<file path="src/rtl/attack_sequencer.sv">
// Attack frame sequencer: turns controller input into a timed attack word
// (startup -> active -> recovery) counted in game frames.
module attack_sequencer #(
  parameter int unsigned SMASH_STARTUP  = 6,
  parameter int unsigned SMASH_ACTIVE   = 3,
  parameter int unsigned SMASH_RECOVERY = 10,
  parameter int unsigned A_STARTUP      = 2,
  parameter int unsigned A_ACTIVE       = 2,
  parameter int unsigned A_RECOVERY     = 4,
  parameter int unsigned B_STARTUP      = 4,
  parameter int unsigned B_ACTIVE       = 4,
  parameter int unsigned B_RECOVERY     = 8
) (
  input  logic        clock,
  input  logic        reset,
  input  logic        frame_tick,
  input  logic        btn_a,
  input  logic        btn_b,
  input  logic        smash,
  input  logic        dir_up,
  input  logic        dir_down,
  input  logic        dir_left,
  input  logic        dir_right,
  input  logic        hitstun,
  output logic [31:0] attack,
  output logic        busy,
  output logic        attack_done
);

  typedef enum logic [1:0] {IDLE, STARTUP, ACTIVE, RECOVERY} state_t;
  typedef enum logic [1:0] {CLS_SMASH, CLS_A, CLS_B} class_t;

  state_t      state_q, state_n;
  logic [31:0] cnt_q, cnt_n;
  // type_q[k] corresponds to attack bit k+1
  logic [9:0]  type_q, type_n;
  logic        done_n;
  logic [9:0]  sel_type;
  class_t      sel_class;
  class_t      cur_class;
  logic        any_dir;

  // Reload value (length-1) for a given attack class and phase
  function automatic logic [31:0] phase_len(input class_t c, input state_t ph);
    logic [31:0] len;
    len = 32'd1;
    case (c)
      CLS_SMASH: case (ph)
        STARTUP:  len = 32'(SMASH_STARTUP);
        ACTIVE:   len = 32'(SMASH_ACTIVE);
        default:  len = 32'(SMASH_RECOVERY);
      endcase
      CLS_A: case (ph)
        STARTUP:  len = 32'(A_STARTUP);
        ACTIVE:   len = 32'(A_ACTIVE);
        default:  len = 32'(A_RECOVERY);
      endcase
      default: case (ph)
        STARTUP:  len = 32'(B_STARTUP);
        ACTIVE:   len = 32'(B_ACTIVE);
        default:  len = 32'(B_RECOVERY);
      endcase
    endcase
    return len - 32'd1;
  endfunction

  // Attack type selection from buttons and stick (A over B, up>down>left>right)
  always_comb begin
    sel_type  = '0;
    sel_class = CLS_B;
    any_dir   = dir_up | dir_down | dir_left | dir_right;
    if (btn_a) begin
      if (smash && any_dir) begin
        sel_class = CLS_SMASH;
        if (dir_up)        sel_type[0] = 1'b1;
        else if (dir_down) sel_type[1] = 1'b1;
        else if (dir_left) sel_type[2] = 1'b1;
        else               sel_type[3] = 1'b1;
      end else begin
        sel_class   = CLS_A;
        sel_type[4] = 1'b1;
      end
    end else if (btn_b) begin
      sel_class = CLS_B;
      if (dir_up)         sel_type[5] = 1'b1;
      else if (dir_down)  sel_type[6] = 1'b1;
      else if (dir_left)  sel_type[7] = 1'b1;
      else if (dir_right) sel_type[8] = 1'b1;
      else                sel_type[9] = 1'b1;
    end
  end

  // Class of the attack in progress, recovered from the latched type bits
  always_comb begin
    if (|type_q[3:0])   cur_class = CLS_SMASH;
    else if (type_q[4]) cur_class = CLS_A;
    else                cur_class = CLS_B;
  end

  // Next-state, counter and type logic; hitstun beats frame advancement
  always_comb begin
    state_n = state_q;
    cnt_n   = cnt_q;
    type_n  = type_q;
    done_n  = 1'b0;
    case (state_q)
      IDLE: begin
        if (frame_tick && !hitstun && (btn_a || btn_b)) begin
          state_n = STARTUP;
          type_n  = sel_type;
          cnt_n   = phase_len(sel_class, STARTUP);
        end
      end
      default: begin
        if (hitstun) begin
          state_n = IDLE;
          cnt_n   = '0;
          type_n  = '0;
        end else if (frame_tick) begin
          if (cnt_q == '0) begin
            case (state_q)
              STARTUP: begin
                state_n = ACTIVE;
                cnt_n   = phase_len(cur_class, ACTIVE);
              end
              ACTIVE: begin
                state_n = RECOVERY;
                cnt_n   = phase_len(cur_class, RECOVERY);
              end
              default: begin
                state_n = IDLE;
                cnt_n   = '0;
                type_n  = '0;
                done_n  = 1'b1;
              end
            endcase
          end else begin
            cnt_n = cnt_q - 32'd1;
          end
        end
      end
    endcase
  end

  // State register; outputs are registered from the next-state values
  always_ff @(posedge clock) begin
    if (reset) begin
      state_q     <= IDLE;
      cnt_q       <= '0;
      type_q      <= '0;
      attack      <= '0;
      busy        <= 1'b0;
      attack_done <= 1'b0;
    end else begin
      state_q     <= state_n;
      cnt_q       <= cnt_n;
      type_q      <= type_n;
      attack      <= {21'd0, type_n, (state_n == ACTIVE)};
      busy        <= (state_n != IDLE);
      attack_done <= done_n;
    end
  end

endmodule

</file>
<file path="config.mk">
export PLATFORM = sky130hd
export DESIGN_NAME = attack_sequencer
export DESIGN_NICKNAME = d
export VERILOG_FILES = /design/src/rtl/attack_sequencer.sv
export SDC_FILE = /design/constraint.sdc
export NUM_CORES = 1
export LEC_CHECK = 0
export CORE_ASPECT_RATIO = 1.2
export CORE_MARGIN = 4
export CORE_UTILIZATION = 40
export CTS_CLUSTER_DIAMETER = 60
export DETAILED_ROUTE_END_ITERATION = 6
export GPL_TIMING_DRIVEN = 0
export HOLD_SLACK_MARGIN = 0.06
export PLACE_DENSITY = 0.64
export SYNTH_ARGS = -nofsm -noshare
export SYNTH_HDL_FRONTEND = slang
export SYNTH_SLANG_ARGS = --single-unit
</file>
<file path="constraint.sdc">
create_clock -name clock -period 4.91 [get_ports clock]
set_clock_uncertainty 0.15 [all_clocks]
set_input_delay 0.982 -clock clock [delete_from_list [all_inputs] [get_ports clock]]
set_output_delay 0.982 -clock clock [all_outputs]
set_load 0.05 [all_outputs]
</file>
==> impl_metrics.tcl <==
set metrics [dict create \
    routed_wl_microns 7931 \
    hold_path.class "reg2reg" \
    coreArea_sq_um 7232 \
    synth_area_leaders "dfxtp_1 32%, buf_4 5.6%, nor2_1 4.6%, nand4_1 3.6%, a21oi_1 3.4%" \
    drv_slew 0 \
    holdPathEnd "attack[2]" \
    synth_cell_types 63 \
    ys_top_cells_by_count "47 x dfxtp_1, 36 x nor2_1, 22 x buf_4, 20 x a21oi_1, 18 x o21ai_0" \
    globalplace.congestion 0.8865 \
    cp_slowest_stage_delay_ns 0.71 \
    r2r_start "state_q[1]" \
    finalSetupViolCount 0 \
    worst-r2r-cell-count 8 \
    final.setup.tns_ns 0 \
    synth_edf_count 0 \
    crit_arrival_ns 3.74 \
    drive_gt1_share_pct 13.24 \
    yosysTopAreaCell "dfxtp_1" \
    dp_hpwl_microns 5816 \
    leakage_nw 1.306 \
    cp-start-kind "input pin" \
    crit_fanout 10 \
    first_pass_iters 5 \
    yosysMostFrequentCell "dfxtp_1" \
    cts_setup_buffers 0 \
    drt_iter0_drc 187 \
    num_vias 2838 \
    ir_drop_mv 0.1710 \
    critPathSlowestCell "a31oi_1" \
    clockBufferDepth 2 \
    synth_top_area_share_pct 31.74 \
    period_share_pct 74.55 \
    start_util_pct 40.99 \
    wire_per_inst_microns 15.93 \
    dieWidth_microns 86.58 \
    num_antenna_cells 0 \
    hold_buffers 0 \
    clock_latency_ns 0.31 \
    die-area_sq_um 8857 \
    ant_nets 0 \
    power-per-cell-area_nw_per_um2 393.7 \
    hold_viol_final 0 \
    r2r_slack_ns 1.78 \
    rsz0062_at_grt "false" \
    grt_pass1_vias 2722 \
    via_per_inst 5.699 \
    yosysWarnings 0 \
    grt_pass1_wl_microns 13260 \
    fin_ws_ns 1.250 \
    htree_levels 2 \
    outcome "complete, no violations" \
    pre_cts_ws_ns 1.033 \
    cts_root_buf "clkbuf_8" \
    crit_family "simple AND/OR/NAND/NOR gates" \
    syn_to_final_growth_pct 17.73 \
    synthCells 358 \
    antenna_found_initial 0 \
    overflow 0 \
    crit_chain "clkdlybuf4s50_1 -> nor3b_2 -> nand2b_1 -> clkbuf_1 -> a31oi_1 -> nand3_1 -> o211ai_1" \
    clock-sinks 47 \
    io_pins 45 \
    ys_ff_latch 47 \
    grt_max_degree 15 \
    hold_depth 1 \
    cts-buffers-inserted 5 \
    nNetsFinal 425 \
    synth-seq-area-share_pct 31.74 \
    worst_pin_slew_ns 0.9833 \
    ys.flop_type "dfxtp_1" \
    utilization_pct 48.25 \
    ctsResizeCount 0 \
    async_flop_share_pct 0 \
    hold_path_startpoint "attack[2]" \
    reg2reg_to "cnt_q[31]" \
    cp_data_required_time_ns 4.99 \
    fmax_ghz 0.2732 \
    synth_area_sq_um 2964 \
    maxCapViolCount 0 \
    drc 0 \
    path_buf_inv 2 \
    path_clk_slew_ns 0.09 \
    crit_path_end_kind "flop" \
    cts_tree "built" \
    fp.dieH_microns 102.3 \
    syn_area_per_cell_sq_um 8.280 \
    critPathKind "in2reg" \
    slew_headroom_pct 33.84 \
    grtUsageTotal_pct 18.68 \
    fp-row-count 34 \
    period_needed_ns 3.660 \
    numPortBuffers 22 \
]
==> power by group <==
group | switching (mW) | internal, mW | total [mW]
sequential | 0.0288 | 0.406 | 0.434
combinational | 0.409 | 0.222 | 0.631
clock | 0.143 | 0.165 | 0.308
total | 0.581 | 0.793 | 1.37
==> registers in the layout (all words and copies together) (netlist names) <==
name         flops
cnt_q           32
attack          10
state_q          2
attack_done      1
busy             1
type_q           1
==> final cells by class <==
class | instances | area, sq um
buffer | 36 | 231.5
clock buffer | 6 | 82.58
clock inverter | 2 | 35.03
fill | 736 | 3742
inverter | 15 | 56.30
multi-input combinational | 280 | 1810
sequential | 47 | 940.9
tap | 90 | 112.6
timing repair buffer | 22 | 220.2
==> worst reg2reg max path, cell delays in order (launching register included) <==
cell and delay (ns):
dfxtp_1 0.42, inv_1 0.06, ha_1 0.28, nor3b_2 0.69, nand2b_1 0.10, clkbuf_1 0.24
a31oi_1 0.71, nand3_1 0.18, o211ai_1 0.21
==> metal layers <==
| layer | track usage (%) | vias to the layer above | routed length, microns |
|---|---|---|---|
| met5 | 0 | - | 0 |
| met4 | 5.276 | 0 | 121 |
| met3 | 3.710 | 16 | 430 |
| met2 | 33.22 | 85 | 4034 |
| met1 | 22.79 | 1341 | 3345 |
| li1 | - | 1396 | - |
==> cells by family (layout without fill, tap and decap cells) <==
kind of cell	count (synthesis)	count (layout)	synth area share [%]
other	1	21	0.1265
XOR/XNOR	16	16	4.728
buffers and inverters	51	81	9.709
adder cells (fa/ha/maj)	7	7	2.955
flip-flops	47	47	31.74
AND/OR/NAND/NOR	150	150	30.05
AO/OA/AOI/OAI	83	83	19.63
multiplexers	3	3	1.055
==> layout by cell type, fill, tap and decap left out, drive strengths merged, types with 5 or more instances in the layout <==
cell type | Yosys | final
dfxtp | 47 | 47
nor2 | 36 | 36
buf | 26 | 26
clkdlybuf4s50 | 0 | 22
conb | 1 | 21
a21oi | 20 | 20
o21ai | 18 | 18
nand4 | 17 | 17
nor4 | 17 | 17
nand2 | 16 | 16
clkbuf | 10 | 16
inv | 15 | 15
nor3 | 12 | 12
a31oi | 11 | 11
nand3 | 11 | 11
xnor2 | 9 | 9
or4 | 8 | 8
xor2 | 7 | 7
ha | 7 | 7
o211ai | 5 | 5
and4 | 5 | 5
==> worst max path at each step <==
stage	from	endpoint	cells after the start
2_1_floorplan	hitstun	cnt_q[31]	6
3_3_place_gp	frame_tick	cnt_q[31]	7
3_5_place_dp	frame_tick	cnt_q[31]	7
4_1_cts	frame_tick	cnt_q[31]	7
5_1_grt	frame_tick	cnt_q[31]	7
6_report	frame_tick	cnt_q[31]	7
==> through the flow <==
| step | hold slack [ns] | cell area (sq um) | total power [mW] | instances |
|---|---|---|---|---|
| after CTS | 0.3403 | 3490 | 1.369 | 498 |
| after floorplan | 0.3187 | 3039 | 0.9230 | 378 |
| after global placement | 0.3177 | 3372 | 1.061 | 490 |
| final | 0.3341 | 3490 | 1.374 | 498 |
| after detailed placement | 0.3132 | 3372 | 1.064 | 490 |
| after global routing | 0.3604 | 3490 | 1.454 | 498 |
Note: power is estimated with default switching activity, not from simulation.
